$ cat config.mk
export PLATFORM = sky130hd
export DESIGN_NAME = image_stream_ctrl
export DESIGN_NICKNAME = d
export VERILOG_FILES = /design/src/rtl/image_stream_ctrl.sv
export SDC_FILE = /design/constraint.sdc
export NUM_CORES = 1
export LEC_CHECK = 0
export CAP_MARGIN = 20
export CORE_UTILIZATION = 33
export CTS_CLUSTER_DIAMETER = 80
export DETAILED_ROUTE_END_ITERATION = 10
export GPL_ROUTABILITY_DRIVEN = 0
export HOLD_SLACK_MARGIN = 0.03
export PLACE_DENSITY_LB_ADDON = 0.3
export SLEW_MARGIN = 20
export SYNTH_ARGS = -nofsm -noshare
export SYNTH_HDL_FRONTEND = slang
export SYNTH_SLANG_ARGS = --single-unit
export TNS_END_PERCENT = 30
$ cat constraint.sdc
create_clock -name clk -period 1.7 [get_ports clk]
set_clock_uncertainty 0.1 [all_clocks]
set_input_delay 0.255 -clock clk [delete_from_list [all_inputs] [get_ports clk]]
set_output_delay 0.255 -clock clk [all_outputs]
set_load 0.05 [all_outputs]
$ cat src/rtl/image_stream_ctrl.sv
`default_nettype none
// +-----------------------------------------------------------------------+
// | Module      : image_stream_ctrl                                       |
// | Description : Streams one frame from a pixel buffer through an image  |
// |               processor and out to a UART, one pixel at a time, high  |
// |               byte first.                                             |
// |               Optional macro STREAM_HEADER_EN prefixes each frame     |
// |               with the two header bytes 0xAA, 0x55.                   |
// | Revision    : 1.0 - initial release                                   |
// +-----------------------------------------------------------------------+
module image_stream_ctrl #(
   parameter int NUM_PIXELS = 16384,
   parameter int ADDR_W     = 14
) (
   input  logic              clk,
   input  logic              rst_n,
   input  logic              start,
   output logic              busy,
   output logic              done,
   output logic [ADDR_W-1:0] mem_addr,
   output logic              mem_rd_en,
   input  logic [15:0]       mem_rdata,
   output logic              proc_valid,
   output logic [15:0]       proc_data,
   input  logic              proc_res_valid,
   input  logic [15:0]       proc_res,
   output logic [7:0]        tx_data,
   output logic              tx_start,
   input  logic              tx_busy
);

   localparam logic [ADDR_W-1:0] c_last_addr = ADDR_W'(NUM_PIXELS - 1);
`ifdef STREAM_HEADER_EN
   localparam logic [7:0]        c_hdr0      = 8'hAA;
   localparam logic [7:0]        c_hdr1      = 8'h55;
`endif

   typedef enum logic [3:0] {
      IDLE       = 4'd0,
      RD         = 4'd1,
      RD_WAIT    = 4'd2,
      PROC       = 4'd3,
      PROC_WAIT  = 4'd4,
      TX_HI      = 4'd5,
      TX_HI_WAIT = 4'd6,
      TX_LO      = 4'd7,
      TX_LO_WAIT = 4'd8,
      NEXT       = 4'd9
`ifdef STREAM_HEADER_EN
      ,
      HDR0       = 4'd10,
      HDR0_WAIT  = 4'd11,
      HDR1       = 4'd12,
      HDR1_WAIT  = 4'd13
`endif
   } state_t;

   state_t            r_state;
   state_t            w_next;
   logic              w_send;       // a byte is handed to the UART this cycle
   logic              w_wait_done;  // a byte wait state is finishing this cycle
   logic [ADDR_W-1:0] r_addr;
   logic [15:0]       r_pixel;
   logic [7:0]        r_res_lo;
   logic [7:0]        r_tx_data;
   logic              r_tx_start;

   // r_tx_start is high exactly on the first cycle of a byte wait state,
   // which is the cycle on which tx_busy is not yet trustworthy.
   assign busy       = (r_state != IDLE);
   assign done       = (r_state == NEXT) && (r_addr == c_last_addr);
   assign mem_addr   = r_addr;
   assign mem_rd_en  = (r_state == RD);
   assign proc_valid = (r_state == PROC);
   assign proc_data  = r_pixel;
   assign tx_data    = r_tx_data;
   assign tx_start   = r_tx_start;

   // Next-state decode plus byte handshake qualifiers
   always_comb begin
      w_next      = r_state;
      w_send      = 1'b0;
      w_wait_done = 1'b0;
      case (r_state)
         IDLE: begin
            if (start) begin
`ifdef STREAM_HEADER_EN
               w_next = HDR0;
`else
               w_next = RD;
`endif
            end
         end
         RD:        w_next = RD_WAIT;
         RD_WAIT:   w_next = PROC;
         PROC:      w_next = PROC_WAIT;
         PROC_WAIT: if (proc_res_valid) w_next = TX_HI;
         TX_HI: begin
            w_send = !tx_busy;
            if (!tx_busy) w_next = TX_HI_WAIT;
         end
         TX_HI_WAIT: begin
            w_wait_done = !r_tx_start && !tx_busy;
            if (w_wait_done) w_next = TX_LO;
         end
         TX_LO: begin
            w_send = !tx_busy;
            if (!tx_busy) w_next = TX_LO_WAIT;
         end
         TX_LO_WAIT: begin
            w_wait_done = !r_tx_start && !tx_busy;
            if (w_wait_done) w_next = NEXT;
         end
         NEXT:      w_next = (r_addr == c_last_addr) ? IDLE : RD;
`ifdef STREAM_HEADER_EN
         HDR0: begin
            w_send = !tx_busy;
            if (!tx_busy) w_next = HDR0_WAIT;
         end
         HDR0_WAIT: begin
            w_wait_done = !r_tx_start && !tx_busy;
            if (w_wait_done) w_next = HDR1;
         end
         HDR1: begin
            w_send = !tx_busy;
            if (!tx_busy) w_next = HDR1_WAIT;
         end
         HDR1_WAIT: begin
            w_wait_done = !r_tx_start && !tx_busy;
            if (w_wait_done) w_next = RD;
         end
`endif
         default:   w_next = IDLE;
      endcase
   end

   // State register and the one-cycle UART send strobe
   always_ff @(posedge clk) begin
      if (!rst_n) begin
         r_state    <= IDLE;
         r_tx_start <= 1'b0;
      end else begin
         r_state    <= w_next;
         r_tx_start <= w_send;
      end
   end

   // Datapath: address counter, pixel/result latches and the held UART byte
   always_ff @(posedge clk) begin
      if (!rst_n) begin
         r_addr    <= '0;
         r_pixel   <= '0;
         r_res_lo  <= '0;
         r_tx_data <= '0;
      end else begin
         case (r_state)
            IDLE: begin
               if (start) begin
                  r_addr <= '0;
`ifdef STREAM_HEADER_EN
                  r_tx_data <= c_hdr0;
`endif
               end
            end
            RD_WAIT:   r_pixel <= mem_rdata;
            PROC_WAIT: begin
               if (proc_res_valid) begin
                  // The byte is loaded before TX_HI so it is already stable
                  // on the cycle tx_start rises.
                  r_res_lo  <= proc_res[7:0];
                  r_tx_data <= proc_res[15:8];
               end
            end
            TX_HI_WAIT: if (w_wait_done) r_tx_data <= r_res_lo;
            NEXT: begin
               if (r_addr == c_last_addr) r_addr <= '0;
               else                       r_addr <= r_addr + ADDR_W'(1);
            end
`ifdef STREAM_HEADER_EN
            HDR0_WAIT: if (w_wait_done) r_tx_data <= c_hdr1;
`endif
            default: ;
         endcase
      end
   end

endmodule
`default_nettype wire

After elaboration in Yosys (flattened, before gate mapping). Index checks and enable logic that the tools add are counted.

Register bits: 51. Output and inout port bits: 43. Word-level logic and storage cells: 54.

Multiplexer cells: 15. $add $sub $neg: 1. Equal/unequal tests: 17. Reduce and logical (&&, ||, !) cells: 15.

Operators by type and width (count): 4-bit one-hot mux with 10 select lines (1); 14-bit 2-to-1 mux (2); 14-bit one-hot mux with 2 select lines (1); 4-bit 2-to-1 mux (6); 4-bit by 3-bit == test with 1-bit output, second input constant (4); 8-bit 2-to-1 mux (2); 8-bit one-hot mux with 2 select lines (1); 14-bit by 1-bit adder with 14-bit output, second input constant (1); 14-bit == test, second input constant (1); 2-bit inequality test, second input constant (7); 4-bit by 2-bit == test with 1-bit output, second input constant (2); 4-bit == test, second input constant (2); 2-bit AND reduction (3); 6-bit AND reduction (1); 4-bit by 1-bit == test with 1-bit output, second input constant (1); 4-bit zero test (1); 2-bit nonzero test (2); 4-bit nonzero test (1); 2-bit OR reduction (2); 3-bit AND reduction (1); 1-bit logical AND (2); 1-bit zero test (2); 1-bit 2-to-1 mux (2).

Longest topological paths before layout. Gate-level depths: netlist of run 1.

Word-level depth: 5. Gate-level depth with buffers: 6.

Worst setup path before layout of run 1. No wires, ideal clock.

Path kind: register to output. Start: register r_addr[0] (netlist: mem_addr[0]). End: output done. Buffers on the path: 1. Slack: -674 ps. Arrival: 2019 ps. Stages on the path, launching flop included: 6. Cells stage by stage: dfxtp_1 -> ha_1 -> and4_1 -> buf_2 -> nand2_1 -> nor2_1.

Longest elaborated chain between the ends: 2.

Ends and longest elaborated chain: start: declaration (line 62) `logic [ADDR_W-1:0] r_addr;`; start signal: assignment (line 177) `else r_addr <= r_addr + ADDR_W'(1);`; 14-bit == test (line 71) `assign done = (r_state == NEXT) && (r_addr == c_last_addr);`; 1-bit logical AND (line 71); end: declaration (line 19) `output logic done,`.

No other way between the ends.

Final worst setup path of run 1.
Start: register r_addr[11] (netlist: mem_addr[11]). End: output done.

The elaborated chain is that of the path after synthesis.

==> metrics.md, run 1 <==
| Metric | Value |
|---|---|
| Max Cap Viol | `0` |
| Slew HR | `0.8057` |
| Post-DR wirelength/cell | `12.64 µm` |
| Power per cell area | `754.2 nW/µm²` |
| CP Class | `flip-flop to primary output` |
| Worst slack at placement | `-0.3333 ns` |
| H-tree Lvls | `2` |
| Max Root-Sink Buffers | `2` |
| Total Wirelength | `6196 µm` |
| Worst setup SP type | `flip-flop` |
| Vias | `2408` |
| Skew-Pair Late Insertion Delay | `~0.30 ns` |
| Mapped Area | `2328 µm²` |
| Antenna-violating nets left | `0` |
| Footprint of the multi-input gates | `1311 µm²` |
| First-pass GRT wire length | `between 9000 and 10000 µm` |
| # hold bufs at CTS | `0` |
| Ys Warns | `0` |
| Layout Area Growth over Synthesis | `57.60%` |
| Reg2Reg Depth | `5` |
| Failing checks | `setup timing` |
| Synth top area cells | `dfxtp_1, nand2_1, a21oi_1` |
| Synthesized netlist cell count | `287` |
| # setup viols final | `4` |
| Worst path required time | `1.34 ns` |
| Syn Area/Cell | `8.113 µm²` |
| Pin count of the biggest net entering global routing | `42` |
| All-Layer GR Usage | `0.1631` |
| CTS Root Cell | `clkbuf_8` |
| Crit path time final | `1.763 ns` |
| Hold path start | `proc_data[10]` |
| R2R Setup Slk | `-0.04 ns` |
| Count of distinct cell types in the synthesized netlist | `45` |
| Pleak | `1.473 nW` |
| Final worst path period share | `1.037` |
| Hold Path End | `proc_data[10]` |
| Worst-path fanout max | `6` |
| Capture point of the worst reg-to-reg path | `mem_addr[3]` |
| CTS sink cnt | `51` |
| Rows | `30` |
| CP Data Arrival Time | `1.41 ns` |
| Global route overflow | `0` |
| DIE AREA | `7396 µm²` |
| Worst Tran Pin Value | `0.2906 ns` |
| Initial Util | `0.3427` |
| Worst setup EP type | `primary output` |
| Maximum vdd ir drop | `597.0 µV` |
| CP max stage delay | `a little over 0.4 ns` |
| Vias/cell | `4.914` |
| Fin. Hold Viols | `0` |
| Worst-path clk slew | `roughly 0.1 ns` |
| Sequential cell area | `1047 µm²` |
| RSZ-0062 raised after global routing | `yes` |
| Syn Nets | `325` |
| CP max-delay cell | `dfxtp_1` |
| Antenna cells | `0` |
| Top Ports | `80` |
| Commonest non-fill, non-tap cells in the layout | `buf_4, nand2_1, clkdlybuf4s50_1, dfxtp_1, nor2_1` |
| Initial detailed-routing violation count | `92` |
| Drc violations | `0` |
| HPWL after DPL | `approximately 4300 µm` |
| Utilization after layout | `0.5401` |
| Share of layout cells above drive strength 1 | `0.3325` |
| Synth area leader | `dfxtp_1` |
| Hold path cells | `2` |
| Worst-path cell chain | `and3_1, nand3_2, nor2_4, buf_12` |
| Net count, final | `around 430` |
| # fillers | `644` |
| TritonCTS clock tree | `built` |
| Flip-flop and latch count after synthesis | `51` |
| Commonest non-fill, non-tap cell in the layout | `buf_4` |
| Part of the Yosys area used for sequential elements | `0.4385` |
| FF-to-FF Start | `r_state[0]` |
| Drt pass-1 iters | `4` |
| Max Transition Viols Final | `0` |
| Fmax | `0.5671 GHz` |
| Core box area | `6794 µm²` |
| Top cell type's share of synthesized area | `0.4385` |
| Initial antenna violation count | `0` |
| Vias in the first global route | `2199` |
| Die H | `86 µm` |
| Hold Crit Class | `flip-flop to flip-flop` |
| CTS Buf Count | `5` |
| Port bufs | `79` |
| Final WS setup | `-0.06339 ns` |
| Die X | `86 µm` |
| Status | `finished with violations` |
==> critical path, delay by kind of cell, from the launching register on <==
kind	cells	cell delay [ns]
and+or+nand+nor	3	0.55
DFF	1	0.41
buffers and inverters	1	0.14
==> synth_stat cells <==
library cell,instances
a21oi_1,23
or3_1,1
nor2_1,28
nand4bb_1,2
nand3b_1,2
a21boi_0,1
or4b_1,1
dfxtp_1,51
o211ai_1,2
o221ai_1,1
a311oi_1,9
a32oi_1,1
o211ai_2,1
mux2_2,1
xnor2_1,1
or4_1,1
inv_1,5
buf_2,9
xor2_1,1
nor3_2,1
nor4b_2,1
clkinv_1,1
nand4_1,8
and4_1,4
nand3_1,13
a31oi_1,4
nand4b_1,1
o21ai_0,7
a211oi_1,2
nand2_1,61
nor3_1,6
mux2i_1,9
clkbuf_1,8
nand2b_1,4
a2bb2oi_1,1
and2_1,2
a41oi_1,2
o2bb2ai_2,1
or3b_1,1
and3_1,2
or2_2,3
a211o_1,1
ha_1,1
buf_4,1
and4bb_2,1
==> cells by family after synthesis <==
kind of cell	synth area share
buf+inv	0.04514
compound gates	0.1596
simple gates	0.3004
fa+ha+maj	0.005373
xor+xnor	0.007524
mux	0.04353
flops	0.4385
==> metal layers <==
metal	wire length [µm]	part of all wire	track usage	vias to the layer above
met3	303	0.049	0.03657	2
met4	41	0.0066	0.05152	0
li1	-	-	-	1225
met1	2934	0.47	0.2059	1118
met2	2916	0.47	0.2756	63
met5	0	0	0	-
==> sequential cells by signal (all words and copies together), names as in the netlist <==
signal	cells
mem_addr	14
tx_data	8
r_state	4
tx_start	1
proc_data	16
r_res_lo	8
==> power breakdown <==
part	switching [mW]	internal [mW]	total, mW
logic	0.362	0.292	0.653
clock network	0.406	0.440	0.846
registers	0.0325	1.24	1.27
==> stage by stage <==
step           cells  total power, mW  cell area (µm²)  setup TNS [ns]  hold WS [ns]
6_report         490            2.768             3670         -0.1486        0.3616
5_1_grt          490            2.880             3670         -0.6429        0.3784
4_1_cts          487            2.766             3572         -0.4220        0.3579
3_5_place_dp     474            1.891             3387          -4.167        0.3447
3_3_place_gp     474            1.886             3387          -3.693        0.3409
2_1_floorplan    287            1.630             2376         -0.3781        0.2343
==> layout make-up <==
cell class | instances | area share
clock buffer | 6 | 0.01977
clock inverter | 2 | 0.01023
inverter | 6 | 0.006137
multi-input combinational | 212 | 0.3573
sequential | 51 | 0.2854
tap | 96 | 0.03273
timing repair buffer | 117 | 0.2884
==> what timing repair did <==
item	CTS	global route
pin swaps	4	9
setup buffers	5	4
endpoints found under the setup margin	5	29
gates resized for setup	15	23
gates cloned	0	0
==> worst max path at each step <==
stage | from | end | slack [ns] | depth (start not counted)
final | mem_addr[11] | done | -0.06 | 4
after CTS | mem_addr[1] | done | -0.13 | 6
after global placement | start | mem_addr[3] | -0.30 | 5
after global routing | mem_addr[11] | done | -0.11 | 4
after detailed placement | start | mem_addr[6] | -0.33 | 6
after floorplan | r_state[2] | mem_addr[12] | -0.19 | 5
(Power assumes the default switching activity.)
==> run 2: changes to the inputs <==
--- a/config.mk
+++ b/config.mk
@@ -10,6 +10,7 @@
 export CTS_CLUSTER_DIAMETER = 80
 export DETAILED_ROUTE_END_ITERATION = 10
 export GPL_ROUTABILITY_DRIVEN = 0
+export GPL_TIMING_DRIVEN = 0
 export HOLD_SLACK_MARGIN = 0.03
 export PLACE_DENSITY_LB_ADDON = 0.3
 export SLEW_MARGIN = 20
==> constraint.sdc (replaced) <==
create_clock -name clk -period 1.7 [get_ports clk]
set_clock_uncertainty 0.1 [all_clocks]
set_input_delay 0.34 -clock clk [delete_from_list [all_inputs] [get_ports clk]]
set_output_delay 0.34 -clock clk [all_outputs]
set_load 0.05 [all_outputs]
==> run 2 against run 1 <==
Net effect:
- the flow still finishes with violations (setup timing)
- sequential power about the same
- hold slack lost 0.022 ns
- largest power group unchanged
- register-to-register slack worse by 0.05 ns
- sequential share of layout area down 0.78 points
- count of clock-buffer cells in the layout grew 1
- first-iteration DRC count rose by 23%
==> metrics.md, run 2 (same netlist as run 1, synthesis figures left out) <==
| Metric | Value |
|---|---|
| Status | `finished with violations (unchanged)` |
| Failing checks | `setup timing (unchanged)` |
| R2R Setup Slk | `-0.09 ns (was -0.04 ns)` |
| Vias in the first global route | `2227 (was 2199)` |
| Total Wirelength | `7005 µm (was 6196 µm)` |
| CTS Root Cell | `clkbuf_8 (unchanged)` |
| Cell Area, Placed | `3287 µm² (was 3387 µm²)` |
| Crit path max-delay family | `simple AND/OR/NAND/NOR gates (unchanged)` |
| Post-DR wirelength/cell | `14.18 µm (was 12.64 µm)` |
| Worst-path cell chain | `buf_8, and4bb_2, buf_6, nand2_4, nor2_4, buf_8 (was and3_1, nand3_2, nor2_4, buf_12)` |
| Hold slack | `0.3392 ns (was 0.3616 ns)` |
| Skew-Pair Late Insertion Delay | `0.30 ns (about the same)` |
| Port bufs | `78 (was 79)` |
| Capture point of the worst reg-to-reg path | `tx_data[6] (was mem_addr[3])` |
| # setup viols final | `14 (was 4)` |
| FF-to-FF Start | `r_state[3] (was r_state[0])` |
| Drc violations | `0 (unchanged)` |
| CP Class | `flip-flop to primary output (unchanged)` |
| Commonest non-fill, non-tap cell in the layout | `nand2_1 (was buf_4)` |
| Max Cap Viol | `0 (unchanged)` |
| H-tree Lvls | `2 (unchanged)` |
| Vias/cell | `5.051 (was 4.914)` |
| Die X | `86 µm (unchanged)` |
| Layout Area Growth over Synthesis | `62.60% (was 57.60%)` |
| Initial detailed-routing violation count | `113 (was 92)` |
| # fillers | `634 (was 644)` |
| Reg2Reg Depth | `7 (was 5)` |
| TritonCTS clock tree | `built (unchanged)` |
| Crit path time final | `1.940 ns (was 1.763 ns)` |
| Vias | `2495 (was 2408)` |
| Antenna cells | `0 (unchanged)` |
| Worst path required time | `1.26 ns (was 1.34 ns)` |
| First-pass GRT wire length | `10440 µm (was 9708 µm)` |
| CP max stage delay | `0.34 ns (was 0.41 ns)` |
| CP Data Arrival Time | `1.50 ns (was 1.41 ns)` |
| Hold Path End | `mem_addr[4] (was proc_data[10])` |
| Worst-path fanout max | `6 (unchanged)` |
| # hold bufs at CTS | `0 (unchanged)` |
| DIE AREA | `7396 µm² (unchanged)` |
| CTS sink cnt | `51 (unchanged)` |
| Global route overflow | `0 (unchanged)` |
| Antenna-violating nets left | `0 (unchanged)` |
| Drt pass-1 iters | `4 (unchanged)` |
| All-Layer GR Usage | `0.1775 (was 0.1631)` |
| Initial antenna violation count | `0 (unchanged)` |
| Worst setup SP type | `flip-flop (unchanged)` |
| Worst slack at placement | `-0.9434 ns (was -0.3333 ns)` |
| Utilization after layout | `0.5573 (was 0.5401)` |
| Worst-path clk slew | `0.09 ns (was 0.10 ns)` |
| Pwr Total | `2.770 mW (was 2.768 mW)` |
| Rows | `30 (unchanged)` |
| Hold Crit Class | `input pin to flip-flop (was flip-flop to flip-flop)` |
| Most frequent CP cell | `buf_8` |
| CP max-delay cell | `dfxtp_2 (was dfxtp_1)` |
| Fin. Hold Viols | `0 (unchanged)` |
| Worst path bufs/invs | `3 (was 1)` |
| Pin count of the biggest net entering global routing | `16 (was 42)` |
| Top Ports | `80 (unchanged)` |
| Final worst path period share | `1.141 (was 1.037)` |
| Initial Util | `0.3427 (unchanged)` |
| Power per cell area | `731.6 nW/µm² (was 754.2 nW/µm²)` |
| Max reg flops | `16 (unchanged)` |
| Commonest non-fill, non-tap cells in the layout | `nand2_1, dfxtp_1, clkdlybuf4s50_1 (was buf_4, nand2_1, clkdlybuf4s50_1, dfxtp_1, nor2_1)` |
| Worst setup EP type | `primary output (unchanged)` |
| Hold path cells | `3 (was 2)` |
| Core box area | `6794 µm² (unchanged)` |
| CTS Buf Count | `5 (unchanged)` |
| Net count, final | `435 (was 431)` |
| Pleak | `1.567 nW (was 1.473 nW)` |
| Worst Tran Pin Value | `0.5405 ns (was 0.2906 ns)` |
| Share of layout cells above drive strength 1 | `0.2714 (was 0.3325)` |
| Fin area | `3786 µm² (was 3670 µm²)` |
| Crit. path cell count | `6 (was 4)` |
| Hold path start | `rst_n (was proc_data[10])` |
| Slew HR | `0.6397 (was 0.8057)` |
| Max Transition Viols Final | `0 (unchanged)` |
| Max Root-Sink Buffers | `2 (unchanged)` |
| Final WS setup | `-0.2403 ns (was -0.06339 ns)` |
| Maximum vdd ir drop | `605.2 µV (was 597.0 µV)` |
| Die H | `86 µm (unchanged)` |
| HPWL after DPL | `4402 µm (was 4318 µm)` |
| Fmax | `0.5154 GHz (was 0.5671 GHz)` |
| RSZ-0062 raised after global routing | `yes (unchanged)` |
[run 2: cell count changes in the layout (fill, tap and decap cells not counted), sizes merged]
cell / delta
buf: -42
dlygate4sd2: +28
clkbuf: +18
clkdlybuf4s15: +3
clkdlybuf4s50: -2
bufinv: -1
clkinv: +1
clkinvlp: -1
[run 2: cell type report]
| class | count | area [µm²] | area share |
|---|---|---|---|
| buffer | 17 | 146.4 | 0.03866 |
| clock buffer | 7 | 107.6 | 0.02842 |
| clock inverter | 1 | 5.005 | 0.001322 |
| inverter | 6 | 25.02 | 0.006609 |
| multi-input combinational | 212 | 1388 | 0.3665 |
| sequential | 51 | 1051 | 0.2776 |
| tap | 96 | 120.1 | 0.03173 |
| timing repair buffer | 104 | 943.4 | 0.2492 |
[run 2: through the flow]
stage | std cells | setup TNS [ns]
final | 494 | -1.226
after global routing | 494 | -2.394
after CTS | 479 | -1.587
after detailed placement | 461 | -14.89
after global placement | 461 | -14.61
after floorplan | 287 | -0.3825
[run 2: repair_timing]
action                                  4_1_cts  5_1_grt
setup buffers                                 9       16
pin swaps                                    12       18
resized for setup                           119       42
gates cloned                                  1        0
endpoints found under the setup margin       80       53
[run 2: worst max path at each step]
stage               startpoint         end
global route        r_state[1]        done
detailed placement  r_state[3]        done
CTS                 r_state[3]        busy
global placement    r_state[3]        done
floorplan           r_state[0]  proc_valid
finish              r_state[1]        done
[run 2: worst reg2reg max path, cell delays in order, from the launching register on]
cell,delay (ns)
dfxtp_4,0.38
buf_8,0.13
buf_6,0.13
nor4b_4,0.40
o2bb2ai_4,0.19
buf_6,0.16
nor2_1,0.05
a311oi_1,0.19
[run 2: report_power, final]
group | internal [mW] | leakage [nW] | switching (mW) | total [mW]
combinational | 0.284 | 1.09 | 0.400 | 0.684
sequential | 1.23 | 0.421 | 0.0265 | 1.26
clock | 0.418 | 0.0594 | 0.409 | 0.827
[run 2: layer usage]
layer	vias up	track usage	part of all wire
li1	1248	-	-
met4	0	0.05606	0.0060
met3	6	0.06160	0.089
met5	-	0	0
met1	1140	0.2273	0.44
met2	101	0.2799	0.46
